File: src/rtl/dmem_arbiter.sv
// Purpose: shares single-port DMEM between the MEM-stage CPU port and a debug/DMA port; CPU has priority.
// Latency: grant and DMEM drive are combinational; read data returns on the owning port one cycle after grant.
// Backpressure: CPU sees cpu_stall, DMA waits for dma_req_ready; DMEM_ARB_FAIR_EN bounds DMA starvation.
module dmem_arbiter #(
    parameter int DMEM_ADDR_WIDTH  = 12,
    parameter int DMEM_WORD_WIDTH  = 16,
    parameter int STARVE_LIMIT     = 4,
    parameter int STARVE_CNT_WIDTH = 3
) (
    input  logic                       clock,
    input  logic                       reset,
    input  logic                       cpu_req_valid,
    input  logic                       cpu_req_we,
    input  logic [DMEM_ADDR_WIDTH-1:0] cpu_addr,
    input  logic [DMEM_WORD_WIDTH-1:0] cpu_wr_word,
    output logic                       cpu_stall,
    output logic                       cpu_rd_valid,
    output logic [DMEM_WORD_WIDTH-1:0] cpu_rd_word,
    input  logic                       dma_req_valid,
    input  logic                       dma_req_we,
    input  logic [DMEM_ADDR_WIDTH-1:0] dma_addr,
    input  logic [DMEM_WORD_WIDTH-1:0] dma_wr_word,
    output logic                       dma_req_ready,
    output logic                       dma_rd_valid,
    output logic [DMEM_WORD_WIDTH-1:0] dma_rd_word,
    output logic [DMEM_ADDR_WIDTH-1:0] mem_addr,
    output logic [DMEM_WORD_WIDTH-1:0] mem_wr_word,
    output logic                       mem_write_en,
    input  logic [DMEM_WORD_WIDTH-1:0] mem_rd_word
);

    // Which port owns the read word DMEM will present next cycle.
    typedef enum logic [1:0] {
        RD_NONE = 2'd0,
        RD_CPU  = 2'd1,
        RD_DMA  = 2'd2
    } rd_state_t;

    rd_state_t rd_state;
    rd_state_t rd_state_nxt;
    logic      grant_cpu;
    logic      grant_dma;
    logic      force_dma;

    // The starvation counter must be able to reach its limit.
    if (STARVE_LIMIT < 1 || STARVE_LIMIT >= (1 << STARVE_CNT_WIDTH)) begin : g_bad_starve_cfg
        $error("dmem_arbiter: STARVE_CNT_WIDTH too narrow for STARVE_LIMIT");
    end

`ifdef DMEM_ARB_FAIR_EN
    localparam logic [STARVE_CNT_WIDTH-1:0] STARVE_MAX = STARVE_CNT_WIDTH'(STARVE_LIMIT);

    logic [STARVE_CNT_WIDTH-1:0] starve_cnt;

    // Count consecutive cycles the DMA waits; saturate at the limit, clear once served or idle.
    always_ff @(posedge clock or posedge reset) begin
        if (reset) begin
            starve_cnt <= '0;
        end else if (grant_dma || !dma_req_valid) begin
            starve_cnt <= '0;
        end else if (starve_cnt != STARVE_MAX) begin
            starve_cnt <= starve_cnt + 1'b1;
        end
    end

    // A DMA that has waited the full limit wins exactly one cycle over the CPU.
    assign force_dma = (starve_cnt == STARVE_MAX);
`else
    // Strict CPU priority: the DMA only gets cycles the CPU leaves idle.
    assign force_dma = 1'b0;
`endif

    assign grant_dma     = dma_req_valid & (~cpu_req_valid | force_dma);
    assign grant_cpu     = cpu_req_valid & ~grant_dma;
    assign cpu_stall     = cpu_req_valid & grant_dma;
    assign dma_req_ready = grant_dma;

    // Read-owner register: one state per cycle, dropped on reset with no retry.
    always_ff @(posedge clock or posedge reset) begin
        if (reset) begin
            rd_state <= RD_NONE;
        end else begin
            rd_state <= rd_state_nxt;
        end
    end

    // Drive DMEM from the granted port and decide who owns next cycle's read word.
    always_comb begin
        mem_addr     = '0;
        mem_wr_word  = '0;
        mem_write_en = 1'b0;
        rd_state_nxt = RD_NONE;
        if (grant_dma) begin
            mem_addr     = dma_addr;
            mem_wr_word  = dma_wr_word;
            mem_write_en = dma_req_we;
            if (!dma_req_we) begin
                rd_state_nxt = RD_DMA;
            end
        end else if (grant_cpu) begin
            mem_addr     = cpu_addr;
            mem_wr_word  = cpu_wr_word;
            mem_write_en = cpu_req_we;
            if (!cpu_req_we) begin
                rd_state_nxt = RD_CPU;
            end
        end
    end

    assign cpu_rd_valid = (rd_state == RD_CPU);
    assign dma_rd_valid = (rd_state == RD_DMA);
    assign cpu_rd_word  = cpu_rd_valid ? mem_rd_word : '0;
    assign dma_rd_word  = dma_rd_valid ? mem_rd_word : '0;

endmodule
File: config.mk
export PLATFORM = sky130hd
export DESIGN_NAME = dmem_arbiter
export DESIGN_NICKNAME = d
export VERILOG_FILES = /design/src/rtl/dmem_arbiter.sv
export SDC_FILE = /design/constraint.sdc
export NUM_CORES = 1
export LEC_CHECK = 0
export ABC_AREA = 1
export BUFFER_PORTS_ARGS = -buffer_cell sky130_fd_sc_hd__buf_2
export CORE_AREA = 2 2 55 57
export DETAILED_ROUTE_END_ITERATION = 8
export DIE_AREA = 0 0 57 59
export GPL_TIMING_DRIVEN = 0
export PLACE_DENSITY = 0.84
export SETUP_SLACK_MARGIN = 0.05
export SYNTH_ARGS = -nofsm -noshare
export SYNTH_HDL_FRONTEND = slang
export SYNTH_SLANG_ARGS = --single-unit
File: constraint.sdc
create_clock -name clock -period 1.82 [get_ports clock]
set_input_delay 0.091 -clock clock [delete_from_list [all_inputs] [get_ports clock]]
set_output_delay 0.091 -clock clock [all_outputs]
set_load 0.005 [all_outputs]
==> flow_summary.json, run 1 <==
{
  "cp.arrival_ns": 1.17,
  "globalplace.congestion": 0.744,
  "io_pins": 143,
  "syn_area_um2": 716,
  "clockPowerShare_pct": 22.7,
  "crit_fanout": 10,
  "switchingPower_uw": 163,
  "start_util_pct": 26.4,
  "crit_path_start_kind": "flop",
  "final_antenna_net_count": 0,
  "ys_ff_latch": 2,
  "core_area_mm2": 0.00271,
  "antenna_found_initial": 0,
  "routed_wirelength_um": 3180,
  "powerDensity_mw_per_mm2": 290,
  "syn_area_per_cell_um2": 4.42,
  "placedCellCount": 333,
  "track_usage_pct": 17.5,
  "finalMaxSlewViolations": 0,
  "hpwl_um": 2810,
  "cts_root_buf": "clkbuf_4",
  "met2_usage_pct": 35.5,
  "rsz0062_at_grt": "false",
  "critPathKind": "flop to primary output",
  "vdd_drop_max_mv": 0.178,
  "num_antenna_cells": 0,
  "postSynthCellCount": 162,
  "hold_violations": 0,
  "grt_pass1_vias": 1215,
  "fill_cells": 285,
  "fmax_mhz": 791,
  "numCtsBuffers": 3,
  "cpPeakStageDelay_ns": 0.37,
  "layout_setup_ws_ns": 0.555,
  "grt_start_max_net_pins": 11,
  "required_ns": 1.73,
  "cap_violations": 0,
  "swShare_pct": 37.9,
  "reg.largest.list": "rd_state x2",
  "synth_cell_types": 11,
  "leakage_nw": 1.16,
  "outcome": "complete, no violations",
  "area_growth_pct": 108,
  "place_area_mm2": 0.00146,
  "grt_pass1_wl_um": 4800,
  "hold_slack_ns": 0.0346,
  "via_per_inst": 4.28,
  "placementRows": 19,
  "dr.first_iter.drc_count": 23,
  "intPower_uw": 268,
  "port_buffers": 140,
  "die_area_mm2": 0.00336,
  "syn_nets": 240,
  "htree_num_levels": 1,
  "finalCritPeriodShare_pct": 69.5,
  "dpl_worst_slack_ns": 0.778,
  "yosysSeqAreaShare_pct": 6.99,
  "endpoint_kind": "primary output",
  "setup_tns_ns": 0,
  "vias": 1443,
  "clk_pin_slew_ns": 0.03,
  "grt-ovfl-total": 0,
  "finalCriticalPeriod_ns": 1.26,
  "hold_depth": 2,
  "power_uw": 431,
  "use_met1_pct": 16.6,
  "synth_warnings": 0,
  "final_area_mm2": 0.00149,
  "slowest_stage": "dfrtp_1",
  "max-clock-path-buffers": 2,
  "drc_errors": 0,
  "setup_viol": 0,
  "final_cell_count_no_fill": 337,
  "layout.nets": 386,
  "die_h_um": 59,
  "drive_above_1_share_pct": 51.6,
  "seq_power_share_pct": 11.1,
  "wl_per_cell_um": 9.44,
  "clkSinkCount": 2,
  "hold_path.class": "primary input to flop",
  "largest_register_ff_count": 2,
  "drtPass1Iterations": 4,
  "die_x_um": 57,
  "busiest_layer": "met2",
  "cts_tree": "built",
  "top_register": "rd_state",
  "path_cells": "inv_1 -> nand2_2 -> buf_4 -> nor2_1 -> buf_2",
  "comb_power_share_pct": 66.1,
  "final_util_pct": 54.9,
  "cts_setup_buffers": 0,
  "met3_usage_pct": 4.80
}
-- worst max-delay path: cells and delay by family, from the launching register on --
kind	cells	cell delay, ns
DFF	1	0.37
buffers and inverters	3	0.38
and+or+nand+nor	2	0.20
-- cell families after synthesis --
kind of cell           Yosys count  share of synthesized area, %
buffers and inverters           35                          21.5
flip-flops                       2                          6.99
other                            1                         0.524
AND/OR/NAND/NOR                124                          71.0
-- worst paths after layout --
check                                      start                     to
min in group asynchronous                  reset  rd_state[1]$_DFF_PP0_
worst min-delay path                  cpu_req_we  rd_state[0]$_DFF_PP0_
worst max-delay path       rd_state[1]$_DFF_PP0_        cpu_rd_word[12]
max in group asynchronous                  reset  rd_state[0]$_DFF_PP0_
-- placed cells by master (no fill, tap or decap), drive strengths merged --
cell type / netlist / layout
inv: 23 / 23
clkbuf: 0 / 3
nand3: 29 / 29
buf: 12 / 152
dfrtp: 2 / 2
nor3: 1 / 1
nand2: 60 / 60
conb: 1 / 1
dlygate4sd3: 0 / 1
nor2: 34 / 34
-- Yosys cell counts, drive strengths merged --
cell type / n / area, um^2
nand2: 60 / 230
nor2: 34 / 128
nand3: 29 / 145
inv: 23 / 86.3
buf: 12 / 67.6
dfrtp: 2 / 50.1
conb: 1 / 3.75
nor3: 1 / 5.00
-- area by class of cell --
class                           count  area, um^2  share of cell area (%)
Timing Repair Buffer              141         711                    47.8
Multi-Input combinational cell    125         512                    34.4
Inverter                           23        86.3                    5.80
Buffer                             12        67.6                    4.54
Sequential cell                     2        50.0                    3.36
Tap cell                           31        38.8                    2.61
Clock buffer                        3        22.5                    1.51
-- power by group through the flow --
stage	Sequential [mW]	Combinational [mW]	Clock [mW]
after floorplan	0.0484	0.121	0
after global placement	0.0484	0.284	0
after detailed placement	0.0486	0.286	0
after CTS	0.0481	0.289	0.105
after global routing	0.0483	0.323	0.114
final	0.0481	0.285	0.0979
-- routing by layer --
layer,vias to the layer above,share of wire (%)
li1,769,-
met3,4,13
met5,-,0
met1,580,34
met2,90,52
met4,0,0.97
-- what timing repair did --
action	in CTS	in global routing
endpoints found under the hold margin	2	0
hold buffers	1	0
gates resized for setup	0	0
Power figures use the tool's default switching activity.
==> inputs of run 2 (changes only) <==
- CORE_AREA: 2 2 55 57 -> default
- CORE_UTILIZATION: default -> 25
- DIE_AREA: 0 0 57 59 -> default
- PLACE_DENSITY: 0.84 -> 0.81
- clock period: 1.82 -> 1.3 ns (I/O delays scaled with it)
==> run 2 against run 1 <==
  * Sequential cell count stayed put
  * Combinational power increased by 47%
  * Core utilization rose by 2.2 points
  * Setup slack got worse by 0.46 ns
  * Cell count is 1.2% higher
  * First-iteration DRC count rose by 87%
==> flow_summary.json, run 2 (synthesis results as in run 1) <==
{
  "track_usage_pct": 18.1,
  "final_common_cell": "buf_2",
  "max-clock-path-buffers": 2,
  "numCtsBuffers": 3,
  "final_cell_mix": "buf_2 (149), nand2_1 (58), nor2_1 (32), nand3_1 (29), inv_1 (20)",
  "hold_violations": 0,
  "met1_length_um": 1140,
  "vdd_drop_max_mv": 0.278,
  "cap_violations": 0,
  "grt_pass1_wl_um": 4690,
  "htree_num_levels": 1,
  "powerDensity_mw_per_mm2": 399,
  "start_util_pct": 26.2,
  "wl_met2_um": 1690,
  "top_register": "rd_state",
  "wl_met3_um": 256,
  "via_per_inst": 4.30,
  "path_cells": "inv_2 -> nand2_4 -> buf_4 -> nor2_1 -> buf_2",
  "cts_tree": "built",
  "hold_path.class": "primary input to flop",
  "clk_pin_slew_ns": 0.03,
  "placementRows": 19,
  "fmax_mhz": 827,
  "clkSinkCount": 2,
  "finalMaxSlewViolations": 0,
  "crit_fanout": 9,
  "largest_register_ff_count": 2,
  "port_buffers": 140,
  "path_buf_inv": 3,
  "antenna_found_initial": 0,
  "cp_top_family": "flip-flops",
  "die_area_mm2": 0.00308,
  "outcome": "complete, no violations",
  "hpwl_um": 2590,
  "core_area_mm2": 0.00273,
  "slowest_stage": "dfrtp_1",
  "final_util_pct": 57.1,
  "topRoutingLayerUsed": "met3",
  "dr.first_iter.drc_count": 43,
  "cp.arrival_ns": 1.14,
  "crit_path_start_kind": "flop",
  "drtPass1Iterations": 5,
  "globalplace.congestion": 0.759,
  "grt-ovfl-total": 0,
  "io_pins": 143,
  "reg.largest.list": "rd_state x2",
  "vias": 1468,
  "drive_above_1_share_pct": 53.5,
  "finalCriticalPeriod_ns": 1.21,
  "crit_start": "rd_state[1]$_DFF_PP0_",
  "rsz0062_at_grt": "true",
  "num_antenna_cells": 0,
  "critPathKind": "flop to primary output",
  "final_antenna_net_count": 0,
  "setup_viol": 0,
  "drc_errors": 0,
  "grt_start_max_net_pins": 11,
  "cts_root_buf": "clkbuf_4",
  "setup_tns_ns": 0,
  "wl_per_cell_um": 9.06,
  "endpoint_kind": "primary output",
  "leakage_nw": 1.19,
  "endpoint": "cpu_rd_word[9]",
  "layout.nets": 390,
  "hold_slack_ns": 0.0202,
  "grt_pass1_vias": 1214,
  "routed_wirelength_um": 3090,
  "die_h_um": 55.5,
  "area_growth_pct": 118,
  "die_x_um": 55.5,
  "crit_cells": 5,
  "required_ns": 1.24,
  "cpPeakStageDelay_ns": 0.40,
  "finalCritPeriodShare_pct": 93.1
}
-- run 2: power by group --
group | internal (mW) | switching, mW | total (mW) | leakage [nW]
clock | 0.102 | 0.0331 | 0.135 | 0.0138
sequential | 0.0655 | 0.00323 | 0.0688 | 0.0263
combinational | 0.222 | 0.198 | 0.419 | 1.15
-- run 2: through the flow --
stage	std cells	cell area [um^2]	setup slack (ns)	power, mW
5_1_grt	341	1560	-0.0205	0.680
6_report	341	1560	0.0902	0.623
2_1_floorplan	162	716	0.453	0.237
3_5_place_dp	333	1460	0.293	0.467
3_3_place_gp	333	1460	0.308	0.463
4_1_cts	337	1490	0.0506	0.613
-- run 2: how the worst min path moves through the flow --
stage | from | cells past startpoint | slack, ns | end
floorplan | reset | 1 | -0.19 | rd_state[0]$_DFF_PP0_
global placement | reset | 2 | -0.09 | rd_state[0]$_DFF_PP0_
detailed placement | reset | 2 | -0.08 | rd_state[1]$_DFF_PP0_
CTS | cpu_req_we | 2 | 0.01 | rd_state[0]$_DFF_PP0_
global route | cpu_req_we | 2 | 0.04 | rd_state[0]$_DFF_PP0_
finish | cpu_req_we | 2 | 0.02 | rd_state[0]$_DFF_PP0_
-- run 2: timing repair --
item,CTS,global route
hold buffers,1,0
resized for setup,0,10
setup buffers,0,2
endpoints found under the setup margin,0,18
hold endpoints to repair,2,0
-- run 2: cell type report --
| type | instances | area (um^2) |
|---|---|---|
| plain buffers | 12 | 78.8 |
| fillers | 284 | 1170 |
| multi-input cells | 125 | 527 |
| inverters | 23 | 86.3 |
| repair buffers | 145 | 758 |
| flip-flops and latches | 2 | 50.0 |
| well taps | 31 | 38.8 |
| clock buffers | 3 | 22.5 |
-- run 2: per-layer routing --
metal  track usage, %  vias to the layer above
li1                 -                      777
met1             17.9                      613
met2             38.2                       78
met3             1.87                        0
met4             5.00                        0
met5                0                        -
